### src/rtl/doc_hw_cmd_seq_if.sv
// Avalon-ST command channel between the DOC command sequencer and the mailbox.
// The sequencer is the master; the mailbox (or a bench) is the slave.
interface doc_hw_cmd_seq_if;
    logic        command_valid_o;
    logic        command_ready_i;
    logic [31:0] command_data_o;
    logic        command_startofpacket_o;
    logic        command_endofpacket_o;

    modport master (
        output command_valid_o,
        output command_data_o,
        output command_startofpacket_o,
        output command_endofpacket_o,
        input  command_ready_i
    );

    modport slave (
        input  command_valid_o,
        input  command_data_o,
        input  command_startofpacket_o,
        input  command_endofpacket_o,
        output command_ready_i
    );
endinterface

### src/rtl/doc_hw_cmd_seq.sv
// DOC monitor command sequencer: sweeps voltage then temperature channels,
// one two-word mailbox packet per channel, pacing on the checker's is_good.
module doc_hw_cmd_seq #(
    parameter int P_NO_CHANNELS      = 9,
    parameter int P_NO_TEMP_CHANNELS = 4,
    parameter int P_SCAN_PERIOD      = 1000,
    parameter int P_RSP_TIMEOUT      = 4096
) (
    input  logic                     clk,
    input  logic                     reset,
    input  logic                     enable,
    doc_hw_cmd_seq_if.master         cmd,
    input  logic                     is_good,
    output logic                     is_volt,
    output logic                     is_temp,
    output logic [P_NO_CHANNELS-1:0] current_voltage_channel,
    output logic [3:0]               current_temperature_channel,
    output logic                     busy,
    output logic                     scan_done,
    output logic                     timeout_err,
    output logic [7:0]               timeout_count
);
    localparam int RSP_W = $clog2(P_RSP_TIMEOUT);
    localparam int PER_W = $clog2(P_SCAN_PERIOD + 1);
    localparam logic [RSP_W-1:0]         RSP_LAST  = RSP_W'(P_RSP_TIMEOUT - 1);
    localparam logic [PER_W-1:0]         PER_LAST  = PER_W'(P_SCAN_PERIOD - 1);
    localparam logic [3:0]               TCH_LAST  = 4'(P_NO_TEMP_CHANNELS - 1);
    localparam logic [P_NO_CHANNELS-1:0] VCH_FIRST = P_NO_CHANNELS'(1);

    typedef enum logic [2:0] {
        IDLE, SEND_HDR, SEND_ARG, WAIT_RSP, NEXT, WAIT_PERIOD
    } state_t;

    state_t                   state_reg, state_next;
    logic [3:0]               id_reg, id_next;
    logic [RSP_W-1:0]         rsp_cnt_reg, rsp_cnt_next;
    logic [PER_W-1:0]         per_cnt_reg, per_cnt_next;
    logic                     is_volt_reg, is_volt_next;
    logic                     is_temp_reg, is_temp_next;
    logic [P_NO_CHANNELS-1:0] vch_reg, vch_next;
    logic [3:0]               tch_reg, tch_next;
    logic                     terr_reg, terr_next;
    logic [7:0]               tcnt_reg, tcnt_next;
    logic                     scan_done_c;

    logic [31:0] volt_arg;
    logic [31:0] hdr_word;
    logic [31:0] arg_word;
    logic [10:0] cmd_code;

    // Voltage argument is the one-hot select itself, zero-padded to 32 bits.
    for (genvar gi = 0; gi < 32; gi++) begin : g_arg
        if (gi < P_NO_CHANNELS) begin : g_ch
            assign volt_arg[gi] = vch_reg[gi];
        end else begin : g_pad
            assign volt_arg[gi] = 1'b0;
        end
    end

    assign cmd_code = is_volt_reg ? 11'h018 : 11'h019;
    assign hdr_word = {4'h0, id_reg, 1'b0, 11'd1, 1'b0, cmd_code};
    assign arg_word = is_volt_reg ? volt_arg : {28'h0, tch_reg};

    always_ff @(posedge clk or negedge reset) begin
        if (!reset) begin
            state_reg   <= IDLE;
            id_reg      <= '0;
            rsp_cnt_reg <= '0;
            per_cnt_reg <= '0;
            is_volt_reg <= 1'b0;
            is_temp_reg <= 1'b0;
            vch_reg     <= '0;
            tch_reg     <= '0;
            terr_reg    <= 1'b0;
            tcnt_reg    <= '0;
        end else begin
            state_reg   <= state_next;
            id_reg      <= id_next;
            rsp_cnt_reg <= rsp_cnt_next;
            per_cnt_reg <= per_cnt_next;
            is_volt_reg <= is_volt_next;
            is_temp_reg <= is_temp_next;
            vch_reg     <= vch_next;
            tch_reg     <= tch_next;
            terr_reg    <= terr_next;
            tcnt_reg    <= tcnt_next;
        end
    end

    always_comb begin
        state_next   = state_reg;
        id_next      = id_reg;
        rsp_cnt_next = rsp_cnt_reg;
        per_cnt_next = per_cnt_reg;
        is_volt_next = is_volt_reg;
        is_temp_next = is_temp_reg;
        vch_next     = vch_reg;
        tch_next     = tch_reg;
        terr_next    = terr_reg;
        tcnt_next    = tcnt_reg;
        scan_done_c  = 1'b0;

        case (state_reg)
            IDLE: begin
                if (enable) begin
                    state_next   = SEND_HDR;
                    is_volt_next = 1'b1;
                    is_temp_next = 1'b0;
                    vch_next     = VCH_FIRST;
                    tch_next     = '0;
                end
            end
            SEND_HDR: begin
                if (cmd.command_ready_i) state_next = SEND_ARG;
            end
            SEND_ARG: begin
                if (cmd.command_ready_i) begin
                    state_next   = WAIT_RSP;
                    rsp_cnt_next = '0;
                    id_next      = id_reg + 4'd1;
                end
            end
            WAIT_RSP: begin
                // is_good wins over an expiring timer in the same cycle.
                if (is_good) begin
                    state_next = NEXT;
                end else if (rsp_cnt_reg == RSP_LAST) begin
                    state_next = NEXT;
                    terr_next  = 1'b1;
                    if (tcnt_reg != 8'hFF) tcnt_next = tcnt_reg + 8'd1;
                end else begin
                    rsp_cnt_next = rsp_cnt_reg + 1'b1;
                end
            end
            NEXT: begin
                if (!is_volt_reg && tch_reg == TCH_LAST) begin
                    scan_done_c  = 1'b1;
                    state_next   = enable ? WAIT_PERIOD : IDLE;
                    per_cnt_next = '0;
                    is_temp_next = 1'b0;
                    tch_next     = '0;
                end else if (!enable) begin
                    state_next   = IDLE;
                    is_volt_next = 1'b0;
                    is_temp_next = 1'b0;
                    vch_next     = '0;
                    tch_next     = '0;
                end else begin
                    state_next = SEND_HDR;
                    if (is_volt_reg && vch_reg[P_NO_CHANNELS-1]) begin
                        is_volt_next = 1'b0;
                        is_temp_next = 1'b1;
                        vch_next     = '0;
                        tch_next     = '0;
                    end else if (is_volt_reg) begin
                        vch_next = vch_reg << 1;
                    end else begin
                        tch_next = tch_reg + 4'd1;
                    end
                end
            end
            WAIT_PERIOD: begin
                if (!enable) begin
                    state_next = IDLE;
                end else if (per_cnt_reg == PER_LAST) begin
                    state_next   = SEND_HDR;
                    is_volt_next = 1'b1;
                    vch_next     = VCH_FIRST;
                end else begin
                    per_cnt_next = per_cnt_reg + 1'b1;
                end
            end
            default: state_next = IDLE;
        endcase
    end

    // Command outputs decode straight from registered state, so reset kills valid at once.
    assign cmd.command_valid_o         = (state_reg == SEND_HDR) || (state_reg == SEND_ARG);
    assign cmd.command_startofpacket_o = (state_reg == SEND_HDR);
    assign cmd.command_endofpacket_o   = (state_reg == SEND_ARG);
    assign cmd.command_data_o          = (state_reg == SEND_HDR) ? hdr_word :
                                         (state_reg == SEND_ARG) ? arg_word : 32'h0;

    assign is_volt                     = is_volt_reg;
    assign is_temp                     = is_temp_reg;
    assign current_voltage_channel     = vch_reg;
    assign current_temperature_channel = tch_reg;
    assign busy                        = (state_reg != IDLE);
    assign scan_done                   = scan_done_c;
    assign timeout_err                 = terr_reg;
    assign timeout_count               = tcnt_reg;
endmodule
### src/flat_wrapper.sv
// flat-port wrapper written by rule: the top's interface ports become plain ports
module doc_hw_cmd_seq_flat 
#(
    parameter int P_NO_CHANNELS      = 9,
    parameter int P_NO_TEMP_CHANNELS = 4,
    parameter int P_SCAN_PERIOD      = 1000,
    parameter int P_RSP_TIMEOUT      = 4096
)
  (clk, reset, enable, is_good, is_volt, is_temp, current_voltage_channel, current_temperature_channel, busy, scan_done, timeout_err, timeout_count, cmd_command_valid_o, cmd_command_data_o, cmd_command_startofpacket_o, cmd_command_endofpacket_o, cmd_command_ready_i);
  doc_hw_cmd_seq_if cmd_i ();
  input  logic clk;
  input  logic reset;
  input  logic enable;
  input  logic is_good;
  output logic is_volt;
  output logic is_temp;
  output logic [P_NO_CHANNELS-1:0] current_voltage_channel;
  output logic [3:0] current_temperature_channel;
  output logic busy;
  output logic scan_done;
  output logic timeout_err;
  output logic [7:0] timeout_count;
  output wire logic [$bits(cmd_i.command_valid_o)-1:0] cmd_command_valid_o;
  output wire logic [$bits(cmd_i.command_data_o)-1:0] cmd_command_data_o;
  output wire logic [$bits(cmd_i.command_startofpacket_o)-1:0] cmd_command_startofpacket_o;
  output wire logic [$bits(cmd_i.command_endofpacket_o)-1:0] cmd_command_endofpacket_o;
  input wire logic [$bits(cmd_i.command_ready_i)-1:0] cmd_command_ready_i;
  assign cmd_command_valid_o = cmd_i.command_valid_o;
  assign cmd_command_data_o = cmd_i.command_data_o;
  assign cmd_command_startofpacket_o = cmd_i.command_startofpacket_o;
  assign cmd_command_endofpacket_o = cmd_i.command_endofpacket_o;
  assign cmd_i.command_ready_i = cmd_command_ready_i;
  doc_hw_cmd_seq #(.P_NO_CHANNELS(P_NO_CHANNELS), .P_NO_TEMP_CHANNELS(P_NO_TEMP_CHANNELS), .P_SCAN_PERIOD(P_SCAN_PERIOD), .P_RSP_TIMEOUT(P_RSP_TIMEOUT)) u_core (.clk(clk), .reset(reset), .enable(enable), .cmd(cmd_i), .is_good(is_good), .is_volt(is_volt), .is_temp(is_temp), .current_voltage_channel(current_voltage_channel), .current_temperature_channel(current_temperature_channel), .busy(busy), .scan_done(scan_done), .timeout_err(timeout_err), .timeout_count(timeout_count));
endmodule
### config.mk
export PLATFORM = sky130hd
export DESIGN_NAME = doc_hw_cmd_seq_flat
export DESIGN_NICKNAME = d
export VERILOG_FILES = /design/src/rtl/doc_hw_cmd_seq_if.sv /design/src/rtl/doc_hw_cmd_seq.sv /design/src/flat_wrapper.sv
export SDC_FILE = /design/constraint.sdc
export NUM_CORES = 1
export LEC_CHECK = 0
export BUFFER_PORTS_ARGS = -buffer_cell sky130_fd_sc_hd__buf_2
export CAP_MARGIN = 20
export CELL_PAD_IN_SITES_DETAIL_PLACEMENT = 1
export CELL_PAD_IN_SITES_GLOBAL_PLACEMENT = 1
export CORE_MARGIN = 2
export CORE_UTILIZATION = 25
export DETAILED_ROUTE_END_ITERATION = 12
export PLACE_DENSITY = 0.54
export SKIP_LAST_GASP = 1
export SYNTH_ARGS = -nofsm -noshare
export SYNTH_HDL_FRONTEND = slang
export SYNTH_SLANG_ARGS = --single-unit
### constraint.sdc
create_clock -name clk -period 2.5 [get_ports clk]
set_clock_uncertainty 0.15 [all_clocks]
set_input_delay 0.5 -clock clk [delete_from_list [all_inputs] [get_ports clk]]
set_output_delay 0.5 -clock clk [all_outputs]
set_load 0.005 [all_outputs]
==> reports/qor.csv <==
stage,metric,value,unit
global_routing,grt_pass1_vias,2581,
die,die_h,115.3,um
timing,fin_ws,0.1169,ns
global_routing,grt_pass1_wl,13430,um
die,die_w,115.3,um
clocking,clockRootBuffer,clkbuf_16,
finish,largest_reg_flops,12,
global_routing,grt_max_degree,25,
place,placed_cells,540,
timing,fin_crit,2.383,ns
timing,slew_headroom,62.87,%
routing,first_iter_violations,103,
finish,final_nets,391,
power,power,2.929,mW
synthesis,ys_seq_area_share,42.79,%
worst_setup_path,crit_fanout,9,
die,initial_core_util,25.70,%
finish,antennaDiodeCount,0,
synthesis,syn_inst,327,
finish,fill_cells,1406,
worst_setup_path,end_kind,output port,
worst_setup_path,worst_setup_path_start_kind,flop,
timing,period_share,95.32,%
place,port_buffers,47,
routing,drc_errors,0,
timing,setup_tns,0,ns
synthesis,synth-main-ff-cell,dfrtp_1,
die,die_area,13300,sq um
power,power_leakage,1.707,nW
routing,wire_per_inst,14.24,um
clocking,numCtsBuffers,5,
finish,post_route_cells_drive_above_1_share,23.04,%
finish,final_cell_area,3670,sq um
global_routing,antenna_found_initial,0,
global_routing,grt-ovfl-total,0,
routing,first_pass_iters,4,
synthesis,synth_area,3099,sq um
worst_setup_path,critical_path_arrival,1.73,ns
place,place.gp.congestion,0.7590,
timing,whs,0.3215,ns
routing,via_per_inst,4.542,
timing,finalSetupViolCount,0,
place,dpl_worst_slack,0.2376,ns
power,ir_drop,0.0002796,V
clocking,clockBufferDepth,2,
routing,ant_nets,0,
clocking,tritoncts,yes,
synthesis,ys_warn_count,0,
timing,fmax,0.4196,GHz
synthesis,async_flop_share,100.0,%
timing,worstMarginPinSlew,0.5483,ns
clocking,clkLatencyLatePin,0.31,ns
clocking,htreeDepth,2,
die,coreArea,12060,sq um
min_path,hold_class,flop to flop,
finish,final_util,30.43,%
worst_setup_path,critPathKind,flop to output port,
run,maxCapViolations,0,
power,p_per_area,798.1,nW/um^2
die,rows,40,
finish,final_cell_count_no_fill,550,
outcome,status,"finished, final reports clean",
finish,areaGrowthSynthToFinish,18.41,%
routing,vias,2498,
place,place_area,3483,sq um
synthesis,ys_ff_latch,53,
synthesis,synth_edf_count,0,
clocking,path_clk_slew,0.07,ns
timing,rsz0062_at_grt,no,
timing,slew_viol_final,0,
routing,wl,7830,um
clocking,cts_sinks,53,
timing,hold_viol,0,
synthesis,avgSynthCellArea,9.478,sq um
synthesis,synthDistinctLibCells,63,
worst_setup_path,cp_data_required_time,1.85,ns
die,io_pins,66,
global_routing,grtUsageTotal,12.74,%
place,hpwl,5931,um
[layer usage]
metal | wire (um) | GRT usage (%)
met4 | 72 | 2.651
met2 | 3811 | 20.47
met3 | 243 | 3.637
met5 | 0 | 0
met1 | 3703 | 17.12
[final cells by class]
class / instances / area [sq um] / share of cell area [%]
Multi-Input combinational cell: 242 / 1563 / 42.58
Sequential cell: 53 / 1326 / 36.14
Timing Repair Buffer: 61 / 342.8 / 9.342
Tap cell: 168 / 210.2 / 5.728
Clock buffer: 7 / 152.6 / 4.160
Inverter: 18 / 70.07 / 1.909
Clock inverter: 1 / 5.005 / 0.1364
[power by group]
| part | switching, mW | internal (mW) | total, mW |
|---|---|---|---|
| logic | 0.631 | 0.452 | 1.08 |
| registers | 0.125 | 0.964 | 1.09 |
| clock network | 0.332 | 0.425 | 0.757 |
| total | 1.09 | 1.84 | 2.93 |
[final timing paths]
kind | cells past startpoint | start | slack, ns | end
hold / removal | 1 | u_core.timeout_err | 0.32 | u_core.timeout_err
max in group asynchronous | 3 | reset | 1.02 | u_core.current_voltage_channel[6]
setup reg to reg | 8 | u_core.current_temperature_channel[0] | 0.27 | u_core.current_voltage_channel[6]
min in group asynchronous | 2 | reset | 0.50 | u_core.rsp_cnt_reg[6]
hold reg to reg | 1 | u_core.timeout_err | 0.32 | u_core.timeout_err
setup / recovery | 4 | u_core.state_reg[2] | 0.12 | cmd_command_valid_o
[cell usage after synthesis (all sizes together) (2+ instances only)]
cell type / instances / area share [%]
dfrtp: 53 / 43
nand2: 42 / 5.3
buf: 28 / 6.6
nor2: 20 / 2.7
inv: 18 / 2.3
nand3: 17 / 2.7
mux2i: 15 / 4.8
o21ai: 13 / 2.2
a21oi: 12 / 2.5
nand4: 12 / 2.4
nor3: 10 / 1.6
xnor2: 10 / 2.8
xor2: 9 / 2.5
and2: 7 / 1.5
ha: 5 / 2.0
and3: 4 / 0.81
nor4b: 4 / 1.7
a31oi: 3 / 0.61
clkbuf: 3 / 0.36
or2: 3 / 0.61
and3b: 2 / 0.57
nand2b: 2 / 0.40
nand4bb: 2 / 0.73
nor4: 2 / 0.61
o211ai: 2 / 0.48
o22ai: 2 / 0.40
o311a: 2 / 0.65
o311ai: 2 / 0.57
o31ai: 2 / 0.48
o41ai: 2 / 0.81
or3: 2 / 0.40
or4: 2 / 0.48
[timing repair]
item                                    CTS  global route
endpoints found under the hold margin    13             0
resized for setup                         2             0
hold buffers                              1             0
endpoints found under the setup margin    1             1
setup buffers                             0             1
[layout by cell type (no fill, tap or decap), drive strengths merged, types with 2 or more instances in the layout]
cell,count
nand2,42
and3b,2
buf,60
o211ai,2
xor2,9
o311a,2
mux2i,15
nor4,2
nor4b,4
o41ai,2
conb,18
clkbuf,7
o311ai,2
or4,2
nor3,10
inv,18
xnor2,10
and2,7
o31ai,2
or3,2
o22ai,2
dfrtp,53
ha,5
a31oi,3
nand4,12
nand4bb,2
nand2b,2
o21ai,13
or2,3
a21oi,12
nand3,17
and3,4
nor2,20
[critical path: stages, from the launching register on]
cell and delay [ns]:
dfrtp_1 0.45, or3_1 0.48, buf_4 0.21, nand2b_1 0.15, buf_2 0.14
[logic make-up (layout without fill, tap and decap cells)]
| kind of cell | Yosys count | in the layout | synth area share [%] |
|---|---|---|---|
| compound gates | 45 | 45 | 10.30 |
| xor+xnor | 19 | 19 | 5.369 |
| fa+ha+maj | 5 | 5 | 2.019 |
| buf+inv | 49 | 87 | 9.205 |
| flops | 53 | 53 | 42.79 |
| mux | 16 | 16 | 5.208 |
| other cells | 1 | 18 | 0.1210 |
| simple gates | 139 | 139 | 24.99 |
No activity file was read; power rests on OpenSTA's default activity.
